[config.mk]
export PLATFORM = sky130hd
export DESIGN_NAME = ccx_ic_arbiter_flat
export DESIGN_NICKNAME = d
export VERILOG_FILES = /design/src/rtl/ccx_pkg.sv /design/src/rtl/core_mem_bus.sv /design/src/rtl/ccx_ic_arbiter.sv /design/src/flat_wrapper.sv
export SDC_FILE = /design/constraint.sdc
export NUM_CORES = 1
export LEC_CHECK = 0
export BUFFER_PORTS_ARGS = -buffer_cell sky130_fd_sc_hd__buf_2
export CORE_AREA = 2 2 208 210
export CTS_CLUSTER_DIAMETER = 50
export CTS_CLUSTER_SIZE = 14
export DETAILED_ROUTE_END_ITERATION = 12
export DIE_AREA = 0 0 210 212
export PLACE_DENSITY = 0.39
export SLEW_MARGIN = 15
export SYNTH_ARGS = -nofsm -noshare
export SYNTH_HDL_FRONTEND = slang
export SYNTH_SLANG_ARGS = --single-unit
[constraint.sdc]
create_clock -name g_clk -period 2.6 [get_ports g_clk]
set_clock_uncertainty 0.2 [all_clocks]
set_input_delay 0.52 -clock g_clk [delete_from_list [all_inputs] [get_ports g_clk]]
set_output_delay 0.52 -clock g_clk [all_outputs]
set_load 0.05 [all_outputs]
[src/rtl/ccx_pkg.sv]
// Shared types for the ccx interconnect: master identifiers, arbiter lock states and bus widths.
package ccx_pkg;

  localparam int CCX_AW = 39;
  localparam int CCX_DW = 64;

  typedef enum logic {
    CCX_SRC_IMEM,
    CCX_SRC_DMEM
  } ccx_src_t;

  typedef enum logic [1:0] {
    CCX_ARB_UNLOCKED,
    CCX_ARB_LOCKED_I,
    CCX_ARB_LOCKED_D
  } ccx_arb_state_t;

  function automatic ccx_src_t ccx_other_src(input ccx_src_t src);
    return (src == CCX_SRC_IMEM) ? CCX_SRC_DMEM : CCX_SRC_IMEM;
  endfunction

endpackage

[src/rtl/core_mem_bus.sv]
// Core memory bus: req/gnt handshake with read data and error returned one cycle after the transfer.
interface core_mem_bus #(
  parameter int AW = 39,
  parameter int DW = 64
) ();

  logic              req;
  logic              gnt;
  logic              wen;
  logic [AW-1:0]     addr;
  logic [DW/8-1:0]   strb;
  logic [DW-1:0]     wdata;
  logic [DW-1:0]     rdata;
  logic              err;

  // REQ is the view of whoever receives requests; RSP is the view of whoever issues them.
  modport REQ (input req, wen, addr, strb, wdata, output gnt, rdata, err);
  modport RSP (output req, wen, addr, strb, wdata, input gnt, rdata, err);

endinterface

[src/rtl/ccx_ic_arbiter.sv]
// Round-robin arbiter merging the imem and dmem masters onto the single router port,
// with stall locking and one-cycle-delayed response steering.
module ccx_ic_arbiter
  import ccx_pkg::*;
#(
  parameter int AW = CCX_AW,
  parameter int DW = CCX_DW
) (
  input  logic     g_clk,
  input  logic     g_resetn,
  core_mem_bus.REQ if_imem,
  core_mem_bus.REQ if_dmem,
  core_mem_bus.RSP if_out
);

  ccx_arb_state_t  lock_q;
  ccx_arb_state_t  lock_d;
  ccx_src_t        last_src_q;
  ccx_src_t        sel;
  logic            rsp_i_q;
  logic            rsp_d_q;
  logic            xfer;

  logic            sel_req;
  logic            sel_wen;
  logic [AW-1:0]   sel_addr;
  logic [DW/8-1:0] sel_strb;
  logic [DW-1:0]   sel_wdata;

  // A stalled master keeps ownership so the router never sees the address switch mid-stall.
  always_comb begin
    sel = last_src_q;
    if (lock_q == CCX_ARB_LOCKED_I) begin
      sel = CCX_SRC_IMEM;
    end else if (lock_q == CCX_ARB_LOCKED_D) begin
      sel = CCX_SRC_DMEM;
    end else if (if_imem.req && if_dmem.req) begin
      sel = ccx_other_src(last_src_q);
    end else if (if_imem.req) begin
      sel = CCX_SRC_IMEM;
    end else if (if_dmem.req) begin
      sel = CCX_SRC_DMEM;
    end
  end

  always_comb begin
    if (sel == CCX_SRC_IMEM) begin
      sel_req   = if_imem.req;
      sel_wen   = if_imem.wen;
      sel_addr  = if_imem.addr;
      sel_strb  = if_imem.strb;
      sel_wdata = if_imem.wdata;
    end else begin
      sel_req   = if_dmem.req;
      sel_wen   = if_dmem.wen;
      sel_addr  = if_dmem.addr;
      sel_strb  = if_dmem.strb;
      sel_wdata = if_dmem.wdata;
    end
  end

  assign if_out.req   = sel_req;
  assign if_out.wen   = sel_wen;
  assign if_out.addr  = sel_addr;
  assign if_out.strb  = sel_strb;
  assign if_out.wdata = sel_wdata;

  // Grants are qualified by the selected request so an always-ready router never leaks a gnt.
  assign xfer        = sel_req && if_out.gnt;
  assign if_imem.gnt = xfer && (sel == CCX_SRC_IMEM);
  assign if_dmem.gnt = xfer && (sel == CCX_SRC_DMEM);

  always_comb begin
    lock_d = lock_q;
    case (lock_q)
      CCX_ARB_UNLOCKED: begin
        if (sel_req && !if_out.gnt) begin
          lock_d = (sel == CCX_SRC_IMEM) ? CCX_ARB_LOCKED_I : CCX_ARB_LOCKED_D;
        end
      end
      CCX_ARB_LOCKED_I: begin
        if (if_out.gnt || !if_imem.req) begin
          lock_d = CCX_ARB_UNLOCKED;
        end
      end
      CCX_ARB_LOCKED_D: begin
        if (if_out.gnt || !if_dmem.req) begin
          lock_d = CCX_ARB_UNLOCKED;
        end
      end
      default: lock_d = CCX_ARB_UNLOCKED;
    endcase
  end

  always_ff @(posedge g_clk) begin
    if (!g_resetn) begin
      lock_q     <= CCX_ARB_UNLOCKED;
      last_src_q <= CCX_SRC_IMEM;
      rsp_i_q    <= 1'b0;
      rsp_d_q    <= 1'b0;
    end else begin
      lock_q  <= lock_d;
      rsp_i_q <= xfer && (sel == CCX_SRC_IMEM);
      rsp_d_q <= xfer && (sel == CCX_SRC_DMEM);
      if (xfer) begin
        last_src_q <= sel;
      end
    end
  end

  // Response data follows the router one cycle behind the grant; the idle master sees zeros.
  assign if_imem.rdata = rsp_i_q ? if_out.rdata : '0;
  assign if_imem.err   = rsp_i_q ? if_out.err   : 1'b0;
  assign if_dmem.rdata = rsp_d_q ? if_out.rdata : '0;
  assign if_dmem.err   = rsp_d_q ? if_out.err   : 1'b0;

`ifdef CCX_ASSERT
  a_imem_held: assert property (@(posedge g_clk) disable iff (!g_resetn)
    (lock_q == CCX_ARB_LOCKED_I) |-> if_imem.req);
  a_dmem_held: assert property (@(posedge g_clk) disable iff (!g_resetn)
    (lock_q == CCX_ARB_LOCKED_D) |-> if_dmem.req);
  a_rsp_onehot: assert property (@(posedge g_clk) disable iff (!g_resetn)
    !(rsp_i_q && rsp_d_q));
`endif

endmodule

[src/flat_wrapper.sv]
// flat-port wrapper written by rule: the top's interface ports become plain ports
module ccx_ic_arbiter_flat import ccx_pkg::*;
#(
  parameter int AW = CCX_AW,
  parameter int DW = CCX_DW
)
  (g_clk, g_resetn, if_imem_req, if_imem_wen, if_imem_addr, if_imem_strb, if_imem_wdata, if_imem_gnt, if_imem_rdata, if_imem_err, if_dmem_req, if_dmem_wen, if_dmem_addr, if_dmem_strb, if_dmem_wdata, if_dmem_gnt, if_dmem_rdata, if_dmem_err, if_out_req, if_out_wen, if_out_addr, if_out_strb, if_out_wdata, if_out_gnt, if_out_rdata, if_out_err);
  core_mem_bus #(.AW(AW), .DW(DW)) if_imem_i ();
  core_mem_bus #(.AW(AW), .DW(DW)) if_dmem_i ();
  core_mem_bus #(.AW(AW), .DW(DW)) if_out_i ();
  input  logic g_clk;
  input  logic g_resetn;
  input wire logic [$bits(if_imem_i.req)-1:0] if_imem_req;
  input wire logic [$bits(if_imem_i.wen)-1:0] if_imem_wen;
  input wire logic [$bits(if_imem_i.addr)-1:0] if_imem_addr;
  input wire logic [$bits(if_imem_i.strb)-1:0] if_imem_strb;
  input wire logic [$bits(if_imem_i.wdata)-1:0] if_imem_wdata;
  output wire logic [$bits(if_imem_i.gnt)-1:0] if_imem_gnt;
  output wire logic [$bits(if_imem_i.rdata)-1:0] if_imem_rdata;
  output wire logic [$bits(if_imem_i.err)-1:0] if_imem_err;
  input wire logic [$bits(if_dmem_i.req)-1:0] if_dmem_req;
  input wire logic [$bits(if_dmem_i.wen)-1:0] if_dmem_wen;
  input wire logic [$bits(if_dmem_i.addr)-1:0] if_dmem_addr;
  input wire logic [$bits(if_dmem_i.strb)-1:0] if_dmem_strb;
  input wire logic [$bits(if_dmem_i.wdata)-1:0] if_dmem_wdata;
  output wire logic [$bits(if_dmem_i.gnt)-1:0] if_dmem_gnt;
  output wire logic [$bits(if_dmem_i.rdata)-1:0] if_dmem_rdata;
  output wire logic [$bits(if_dmem_i.err)-1:0] if_dmem_err;
  output wire logic [$bits(if_out_i.req)-1:0] if_out_req;
  output wire logic [$bits(if_out_i.wen)-1:0] if_out_wen;
  output wire logic [$bits(if_out_i.addr)-1:0] if_out_addr;
  output wire logic [$bits(if_out_i.strb)-1:0] if_out_strb;
  output wire logic [$bits(if_out_i.wdata)-1:0] if_out_wdata;
  input wire logic [$bits(if_out_i.gnt)-1:0] if_out_gnt;
  input wire logic [$bits(if_out_i.rdata)-1:0] if_out_rdata;
  input wire logic [$bits(if_out_i.err)-1:0] if_out_err;
  assign if_imem_i.req = if_imem_req;
  assign if_imem_i.wen = if_imem_wen;
  assign if_imem_i.addr = if_imem_addr;
  assign if_imem_i.strb = if_imem_strb;
  assign if_imem_i.wdata = if_imem_wdata;
  assign if_imem_gnt = if_imem_i.gnt;
  assign if_imem_rdata = if_imem_i.rdata;
  assign if_imem_err = if_imem_i.err;
  assign if_dmem_i.req = if_dmem_req;
  assign if_dmem_i.wen = if_dmem_wen;
  assign if_dmem_i.addr = if_dmem_addr;
  assign if_dmem_i.strb = if_dmem_strb;
  assign if_dmem_i.wdata = if_dmem_wdata;
  assign if_dmem_gnt = if_dmem_i.gnt;
  assign if_dmem_rdata = if_dmem_i.rdata;
  assign if_dmem_err = if_dmem_i.err;
  assign if_out_req = if_out_i.req;
  assign if_out_wen = if_out_i.wen;
  assign if_out_addr = if_out_i.addr;
  assign if_out_strb = if_out_i.strb;
  assign if_out_wdata = if_out_i.wdata;
  assign if_out_i.gnt = if_out_gnt;
  assign if_out_i.rdata = if_out_rdata;
  assign if_out_i.err = if_out_err;
  ccx_ic_arbiter #(.AW(AW), .DW(DW)) u_core (.g_clk(g_clk), .g_resetn(g_resetn), .if_imem(if_imem_i), .if_dmem(if_dmem_i), .if_out(if_out_i));
endmodule
==> flow_summary_export.csv <==
group,metric,value,unit
status,outcome,"complete, but fails checks",
status,failed_checks,"negative setup slack",
placement,dpl.cell_count,1385,
cts,cts_sinks,5,
timing,period_needed,2650,ps
synth,synth_top_family_by_area,"multiplexers",
worst_setup_path,crit_path_end_kind,"output port",
global_routing,grt_pass1_vias,4076,
synth,synthDistinctLibCells,20,
synth,synth.yosys.warnings,0,
timing,worst_slew_pin_slew,434,ps
synth,synth_compound_area_share,1.83,%
global_routing,antenna_found_initial,0,
cts,hold_buffers,0,
floorplan,die_h,212,µm
synth,synth_area_leader_cell,"mux2_4",
route,vias_per_cell,3.07,
layout,areaGrowthSynthToFinish,165,%
cts,clockBufferDepth,2,
cts,path_clk_slew,30,ps
synth,syn_avg_cell_area,9.31,µm²
route,routedWlPerCell,14.2,µm
timing,final_max_slew_viol_count,0,
floorplan,io_pins,539,
synth,synthMuxAreaShare,55.7,%
cts,cts_tree,"built",
power,power_per_cell_area,382,nW/µm²
layout,layout_common_cells,"buf_2, and2_1, mux2_4, buf_6, buf_4",
layout,diodes,0,
route,drc,0,
route,top_layer_used,"met4",
floorplan,fp-row-count,76,
cts,cts_inserted_buffers,3,
global_routing,overflow,0,
worst_setup_path,rrSetupSlack,1130,ps
layout,final_common_cell,"buf_2",
placement,gp_congestion,0.885,
synth,synth_cells,301,
route,vias,4288,
synth,synth.area.top_cells,"mux2_4, and2_1, mux2_2",
timing,timing.final.ws_setup,-53.5,ps
global_routing,grt_max_degree,66,
worst_setup_path,crit_type,"primary input to output port",
timing,rsz0062_at_grt,"true",
cts,root_buffer,"clkbuf_16",
layout,drive_above_1_share,81.6,%
route,drtPass1Iterations,4,
power,leakagePower,4.21,nW
route,wl_met1,8890,µm
timing,finalSetupViolCount,92,
timing,final-hold-violation-count,0,
timing,tns,-2690,ps
synth,synthSimpleGateAreaFrac,32.6,%
cts,htreeDepth,1,
route,wl_met2,9550,µm
layout,instances_no_fill,1395,
timing,relSlewSlack,71.1,%
worst_setup_path,cp.arrival,1930,ps
route,drtIter0Drc,186,
route,final_antenna_net_count,0,
placement,io_buffer_count,538,
synth,synthXorXnorAreaFrac,0,%
layout,fin_nets,1144,
timing,max_freq,377,MHz
floorplan,core,42500,µm²
worst_setup_path,cp_max_fo,9,
worst_setup_path,cp.required,1880,ps
cts,insertion_delay,230,ps
floorplan,die_w,210,µm
job,max_cap_violations,0,
synth,yosysSeqAreaShare,3.57,%
floorplan,initial_utilization,6.59,%
worst_setup_path,startpoint_type,"primary input",
route,drt-total-wl,19700,µm
synth,netlist.area_leader.share,42.9,%
timing,period_share,102,%
floorplan,die-area,44500,µm²
global_routing,grt_pass1_wl,25700,µm
placement,dpl.hpwl,16600,µm
synth,syn_nets,595,
route,wl_met3,1240,µm
worst_hold_path,hold_class,"flop to flop",
power,ir_worst_vdd,0.172,mV
synth,synth-seq-cells,5,
synth,synth_area,2800,µm²
global_routing,grt_use_total,7.67,%
synth,synthAdderAreaFrac,0,%
## sequential cells by signal (all words and copies together), names as in the netlist
| name | flops |
|---|---|
| u_core.rsp_i_q | 1 |
| u_core.last_src_q | 1 |
| u_core.rsp_d_q | 1 |
| u_core.lock_q | 2 |
## final timing paths
kind / cells after the start / endpoint / start
worst max-delay path: 9 / if_out_addr[26] / if_dmem_req
worst min-delay path: 2 / u_core.lock_q[1] / u_core.lock_q[1]
worst max register to register: 5 / u_core.rsp_i_q / u_core.lock_q[0]
worst min register to register: 2 / u_core.lock_q[1] / u_core.lock_q[1]
## stage by stage
stage / hold WS, ps / power, mW / util (%) / setup slack, ps / area [µm²]
detailed placement: 364 / 2.13 / 14.8 / -194 / 6290
floorplan: 279 / 1.56 / - / 230 / 2800
finish: 370 / 2.84 / 17.5 / -53.5 / 7430
global route: 419 / 2.96 / 17.5 / -125 / 7430
CTS: 372 / 2.75 / 16.8 / -85.8 / 7160
global placement: 360 / 2.13 / 14.8 / -233 / 6290
## Yosys cell counts
cell	n
o21ai_0	2
mux2_2	32
mux2_4	80
nand4_1	1
a21oi_1	3
nand2b_1	5
a311oi_1	1
nor2_1	4
a31o_2	1
clkbuf_1	14
nor4b_1	1
nand2_1	2
buf_2	3
nor3_1	1
and3_1	1
dfxtp_1	5
buf_6	9
o21ai_2	1
and2_1	133
inv_1	2
## what timing repair did
action / in CTS / in global routing
gates cloned: 1 / 4
setup buffers: 3 / 0
resized for setup: 240 / 45
setup endpoints to repair: 111 / 112
pin swaps: 4 / 1
## routing by layer
| layer | vias up | track usage [%] |
|---|---|---|
| met2 | 204 | 12.3 |
| li1 | 2110 | - |
| met1 | 1972 | 11.1 |
| met4 | 0 | 0.929 |
| met3 | 2 | 1.18 |
| met5 | - | 0 |
## cell families (layout without fill, tap and decap cells)
| family | Yosys count | in the layout |
|---|---|---|
| AND/OR/NAND/NOR | 148 | 148 |
| multiplexers | 112 | 112 |
| buffers and inverters | 28 | 576 |
| AO/OA/AOI/OAI | 8 | 8 |
| flip-flops | 5 | 5 |
## power breakdown
part / total [mW] / switching, mW / internal (mW)
Combinational: 2.49 / 1.41 / 1.08
Clock: 0.256 / 0.0523 / 0.203
Sequential: 0.0896 / 0.00877 / 0.0808
## worst max-delay path, stage by stage
cell and delay [ps]:
buf_6 100, nor2_4 140, nor3_4 70, o21ai_4 150
buf_6 120, buf_12 150, buf_4 150, mux2_2 360
buf_6 160
## final cells by class
| type | count | area [µm²] |
|---|---|---|
| well taps | 546 | 683 |
| flip-flops and latches | 5 | 105 |
| fillers | 4783 | 35100 |
| inverters | 2 | 7.51 |
| clock buffers | 4 | 78.8 |
| multi-input cells | 268 | 2650 |
| repair buffers | 570 | 3910 |
No activity file was read; power rests on OpenSTA's default activity.
